## config.mk

```make
export PLATFORM = sky130hd
export DESIGN_NAME = day_schedule_fsm
export DESIGN_NICKNAME = d
export VERILOG_FILES = /design/src/rtl/day_schedule_fsm.sv
export SDC_FILE = /design/constraint.sdc
export NUM_CORES = 1
export LEC_CHECK = 0
export CELL_PAD_IN_SITES_DETAIL_PLACEMENT = 1
export CELL_PAD_IN_SITES_GLOBAL_PLACEMENT = 1
export CORE_MARGIN = 5
export CORE_UTILIZATION = 37
export CTS_CLUSTER_DIAMETER = 80
export DETAILED_ROUTE_END_ITERATION = 8
export PLACE_DENSITY_LB_ADDON = 0.12
export SYNTH_ARGS = -nofsm -noshare
export SYNTH_HDL_FRONTEND = slang
export SYNTH_SLANG_ARGS = --single-unit
export TNS_END_PERCENT = 20
```

## constraint.sdc

```tcl
create_clock -name clk -period 1.7 [get_ports clk]
set_input_delay 0.34 -clock clk [delete_from_list [all_inputs] [get_ports clk]]
set_output_delay 0.34 -clock clk [all_outputs]
set_load 0.02 [all_outputs]
```

## src/rtl/day_schedule_fsm.sv

```systemverilog
// Daily activity sequencer: SLEEP -> CLASS -> STUDY -> MEETING -> SLEEP with
// programmable dwell times, a saturating fatigue accumulator and a day counter.
//
// state   | meaning
// --------+---------------------------------------------------------------
// SLEEP   | resting; fatigue drains, wake accepted once the rest timer expires
// CLASS   | active; exits to MEETING instead of STUDY when already tired
// STUDY   | active; always followed by MEETING
// MEETING | active; exit closes the day and bumps day_cnt
module day_schedule_fsm #(
  parameter int CNT_W     = 8,
  parameter int SLEEP_CYC = 8,
  parameter int CLASS_CYC = 4,
  parameter int STUDY_CYC = 6,
  parameter int MEET_CYC  = 2,
  parameter int FAT_W     = 4,
  parameter int TIRED_TH  = 10,
  parameter int DAY_W     = 8
) (
  input  logic             clk,
  input  logic             rst_,
  input  logic             wake,
  input  logic             hold,
  input  logic             skip,
  output logic [1:0]       state,
  output logic             home,
  output logic             tired,
  output logic [FAT_W-1:0] fatigue,
  output logic [DAY_W-1:0] day_cnt
);

  typedef enum logic [1:0] {
    SLEEP   = 2'b00,
    CLASS   = 2'b01,
    STUDY   = 2'b10,
    MEETING = 2'b11
  } state_t;

  localparam logic [CNT_W-1:0] SLEEP_LD = CNT_W'(SLEEP_CYC - 1);
  localparam logic [CNT_W-1:0] CLASS_LD = CNT_W'(CLASS_CYC - 1);
  localparam logic [CNT_W-1:0] STUDY_LD = CNT_W'(STUDY_CYC - 1);
  localparam logic [CNT_W-1:0] MEET_LD  = CNT_W'(MEET_CYC - 1);
  localparam logic [FAT_W-1:0] FAT_MAX  = '1;
  localparam logic [FAT_W-1:0] TH       = FAT_W'(TIRED_TH);

  state_t           state_q, state_d;
  logic [CNT_W-1:0] remain_q, remain_d;
  logic [FAT_W-1:0] fatigue_d, fat_inc, fat_dec;
  logic [DAY_W-1:0] day_d;

  // Dwell is kept as cycles remaining in the state; zero means the state's
  // time is up (or, in SLEEP, that the rest period is complete).
  function automatic logic [CNT_W-1:0] load_of(state_t s);
    case (s)
      SLEEP:   return SLEEP_LD;
      CLASS:   return CLASS_LD;
      STUDY:   return STUDY_LD;
      default: return MEET_LD;
    endcase
  endfunction

  assign fat_inc = (fatigue == FAT_MAX) ? fatigue : fatigue + 1'b1;
  assign fat_dec = (fatigue == '0) ? fatigue : fatigue - 1'b1;

  always_ff @(posedge clk or negedge rst_) begin
    if (!rst_) begin
      state_q  <= SLEEP;
      remain_q <= '0;
      fatigue  <= '0;
      day_cnt  <= '0;
      home     <= 1'b1;
      tired    <= 1'b0;
    end else begin
      state_q  <= state_d;
      remain_q <= remain_d;
      fatigue  <= fatigue_d;
      day_cnt  <= day_d;
      home     <= (state_d == SLEEP);
      tired    <= (fatigue_d >= TH);
    end
  end

  always_comb begin
    state_d   = state_q;
    remain_d  = remain_q;
    fatigue_d = fatigue;
    day_d     = day_cnt;
    if (state_q == SLEEP) begin
      fatigue_d = fat_dec;
      if (remain_q != '0) begin
        remain_d = remain_q - 1'b1;
      end else if (wake) begin
        state_d  = CLASS;
        remain_d = load_of(CLASS);
      end
    end else if (skip || !hold) begin
      fatigue_d = fat_inc;
      if (skip || remain_q == '0) begin
        case (state_q)
          CLASS:   state_d = (fat_inc >= TH) ? MEETING : STUDY;
          STUDY:   state_d = MEETING;
          default: begin
            state_d = SLEEP;
            day_d   = day_cnt + 1'b1;
          end
        endcase
        remain_d = load_of(state_d);
      end else begin
        remain_d = remain_q - 1'b1;
      end
    end
  end

  assign state = state_q;

endmodule

```

==> key figures <==
STA
  – Highest clock frequency the design can meet: between 0.5 and 0.6 GHz
  – Min setup slack post-route: -0.0938 ns
  – Slew Viols, Final: 0
  – Fin Hold WS: 0.432 ns
  – Setup repair after global routing missed its margin: yes
  – Final setup violation count: 8
  – Final Skew: approximately 0.0012 ns
  – Tightest slew margin relative to the limit: 70.5%
  – Number of hold-slack violations in the final timing report: 0
  – Final critical-path share of the clock period: 106%
  – Min cycle time layout: approximately 1.8 ns
  – Worst-Margin Slew: approximately 0.44 ns

Global route
  – GRT overflow: 0
  – Via count of the first global-routing pass: 1576
  – Pin count of the biggest net entering global routing: 25
  – Global-route wire length before repair: between 7000 and 8000 um
  – Total track usage: between 10% and 20%
  – Number of antenna violations at the first check in global routing: 0

Layout
  – Area growth from synthesis to layout: 47.6%
  – Final antenna diode count: 0
  – Post-route cell area: 0.00220 mm^2
  – Share of cells above drive strength 1: a little under two fifths
  – Core Util, Final: a little under three fifths
  – Final Net Count: between 200 and 250
  – Non-filler instance count after layout: about 250

Worst setup path
  – Data arrival at the endpoint of the critical path: about 2.0 ns
  – RR Startpoint: remain_q[3]$_DFFE_PN0P_
  – List of cells traversed by the critical path: or4_4 -> o41ai_4 -> o21a_4 -> nand2b_4
  – WS Path Type: flip-flop to flip-flop
  – Worst Path Required: between 1.5 and 2 ns
  – Beginning of the critical path: remain_q[3]$_DFFE_PN0P_
  – Buffers plus inverters on the worst setup path: 0
  – Worst setup SP type: flip-flop
  – CP top delay family: simple AND/OR/NAND/NOR gates
  – Worst Path Max Fanout: 6
  – Largest stage delay on the critical path: ~0.6 ns
  – Critical-path top delay cell: or4_4
  – Critical path endpoint category: flip-flop

CTS
  – Number of buffers created by CTS: 3
  – H-Tree Depth: 1
  – Clock transition at path regs: ~0.09 ns
  – Hold_buf cts: 0
  – Clk root buf: clkbuf_8
  – CTS tree: built
  – Clock sink total: 24
  – Clock latency of the later-clocked register in the worst-skew pair: 0.27 ns
  – CTS max path bufs: 2

Synth
  – Flops & latches, synth: 24
  – Syn_nets: around 170
  – Post-synth cell types: 52
  – Number of enable flip-flop cells after synthesis: 0
  – Top cell type by total area after synthesis: dfrtp_1
  – Ys async rst share: 100%
  – Area share of the largest cell type after synthesis: between 30 and 40%
  – Ranking of synthesized cells by area: dfrtp_1 (39%), ha_1 (6.7%), xnor2_1 (5.9%), nor2_1 (4.8%), nand2_1 (2.8%)
  – Count of mapped cells out of synthesis: about 150
  – Yosys warns: 0
  – Mean instance size in the synthesized netlist: approximately 9.8 um^2
  – Most instantiated flip-flop cell in the synthesis netlist: dfrtp_1
  – Post-Synthesis Cell Area: about 0.0015 mm^2
  – Proportion of synthesized chip area in sequential cells: about two fifths

Floorplan
  – Die X: between 70 and 80 um
  – Std-Cell Core Area: just under 0.004 mm^2
  – Area of the die: approximately 0.0054 mm^2
  – Num rows: 23
  – I/O Pins: 21
  – Vertical die dimension: around 73 um
  – Effective utilization at floorplan: 37.8%

Placement
  – Inst Count DP: between 200 and 250
  – Number of buffer cells added on primary ports: 20
  – Final RePlAce weighted congestion: 0.870
  – Post-place instance area: approximately 0.002 mm^2
  – Half-perimeter wire length after detailed placement: between 3000 and 4000 um

Detailed routing
  – Vias per cell: about 5.2
  – DRC violations left: 0
  – Detailed-route via count: between 1000 and 1500
  – Iteration-0 DRC count of the detailed router: between 50 and 60
  – Count of nets left with antenna violations after detail routing: 0
  – Total wire length: 4390 um
  – First-pass iteration count of the detailed router: 6
  – Routed wirelength normalized by instance count: 17.3 um

Outcome
  – Run status: finished with violations
  – Violated checks: negative setup slack

Min path
  – Hold/Removal Path Class: input port to async pin

Power
  – Static power due to leakage: about 1.0 nW
  – Power density over cell area: between 2000 and 2500 mW/mm^2
  – Largest vdd supply drop: about 0.00075 V

Flow run
  – Max Cap Viol: 0
## what timing repair did
item | in CTS | in global routing
setup endpoints to repair | 25 | 24
gates resized for setup | 20 | 16
setup buffers | 1 | 0
pin swaps | 8 | 3
## metrics by stage
stage          worst slack [ns]  power, mW  setup TNS (ns)
2_1_floorplan           -0.0162       2.51         -0.0162
3_3_place_gp             -0.273       3.49           -2.39
3_5_place_dp             -0.391       3.62           -3.57
4_1_cts                 -0.0853       4.33          -0.444
5_1_grt                  -0.157       4.77           -1.33
6_report                -0.0938       4.43          -0.520
## layout make-up
class	instances	area, um^2
Fill cell	426	1740
Multi-Input combinational cell	114	970
Sequential cell	24	608
Timing Repair Buffer	53	454
Tap cell	50	62.6
Clock buffer	3	41.3
Inverter	9	33.8
Clock inverter	1	30.0
## metal layers
metal,global-route usage (%),vias to the layer above,wire length [um]
li1,-,639,-
met1,21.2,661,1850
met2,31.7,22,2310
met3,3.28,10,134
met4,6.64,0,88
met5,0,-,0
## flip-flops by register name (all words and copies together) (netlist names)
signal,count
day_cnt,8
remain_q,8
fatigue,4
state,2
home,1
tired,1
## Yosys cell counts (2+ instances only)
cell and count:
dfrtp_1 23, nor2_1 19, nand2_1 11, xnor2_1 10, inv_1 9, ha_1 8
o21ai_0 5, a21oi_1 4, nand3_1 4, xor2_1 4, nand4_1 3, nor3_1 3
nor3b_1 3, a311oi_1 2, a31o_2 2, buf_2 2, clkbuf_1 2, nand2b_1 2
nor2b_1 2, or3_1 2
## worst paths after layout
path / to / slack [ns] / cells after the start
worst max register to register: remain_q[0]$_DFFE_PN0P_ / -0.09 / 4
worst max-delay path: remain_q[0]$_DFFE_PN0P_ / -0.09 / 4
min in group clk: day_cnt[7]$_DFFE_PN0P_ / 0.48 / 1
worst min-delay path: fatigue[2]$_DFF_PN0_ / 0.43 / 2
worst min register to register: day_cnt[7]$_DFFE_PN0P_ / 0.48 / 1
max in group asynchronous: home$_DFF_PN1_ / 0.98 / 2
## power by group
group	internal (mW)	switching, mW
Sequential	0.805	0.247
Combinational	1.43	1.44
Clock	0.315	0.200
## cell usage in the layout (no fill, tap or decap), types with 2 or more instances in the layout
cell type        netlist  final
nand2b_4               1      2
nor2_1                19     19
dfrtp_2                0      5
inv_2                  0      5
buf_4                  0     33
ha_1                   8      5
nand2_1               11     10
xor2_1                 4      4
a21oi_1                4      3
nand3_1                4      4
dfrtp_1               23     18
nor3_1                 3      2
clkdlybuf4s50_1        0      7
or3_1                  2      2
nor3_2                 1      2
dlygate4sd2_1          0      7
ha_4                   0      3
inv_1                  9      4
dlymetal6s2s_1         0      6
o21ai_0                5      5
clkbuf_8               0      3
nor3b_1                3      2
xnor2_1               10     10
nand4_1                3      3
## logic make-up (layout without fill, tap and decap cells)
| kind of cell | count (synthesis) | in the layout | synth area share, % |
|---|---|---|---|
| simple gates | 60 | 60 | 22.6 |
| flops | 24 | 24 | 40.4 |
| buf+inv | 14 | 66 | 4.20 |
| fa+ha+maj | 8 | 8 | 6.72 |
| mux | 3 | 3 | 2.18 |
| xor+xnor | 14 | 14 | 8.23 |
| compound gates | 29 | 29 | 15.7 |
No activity file was read; power rests on OpenSTA's default activity.
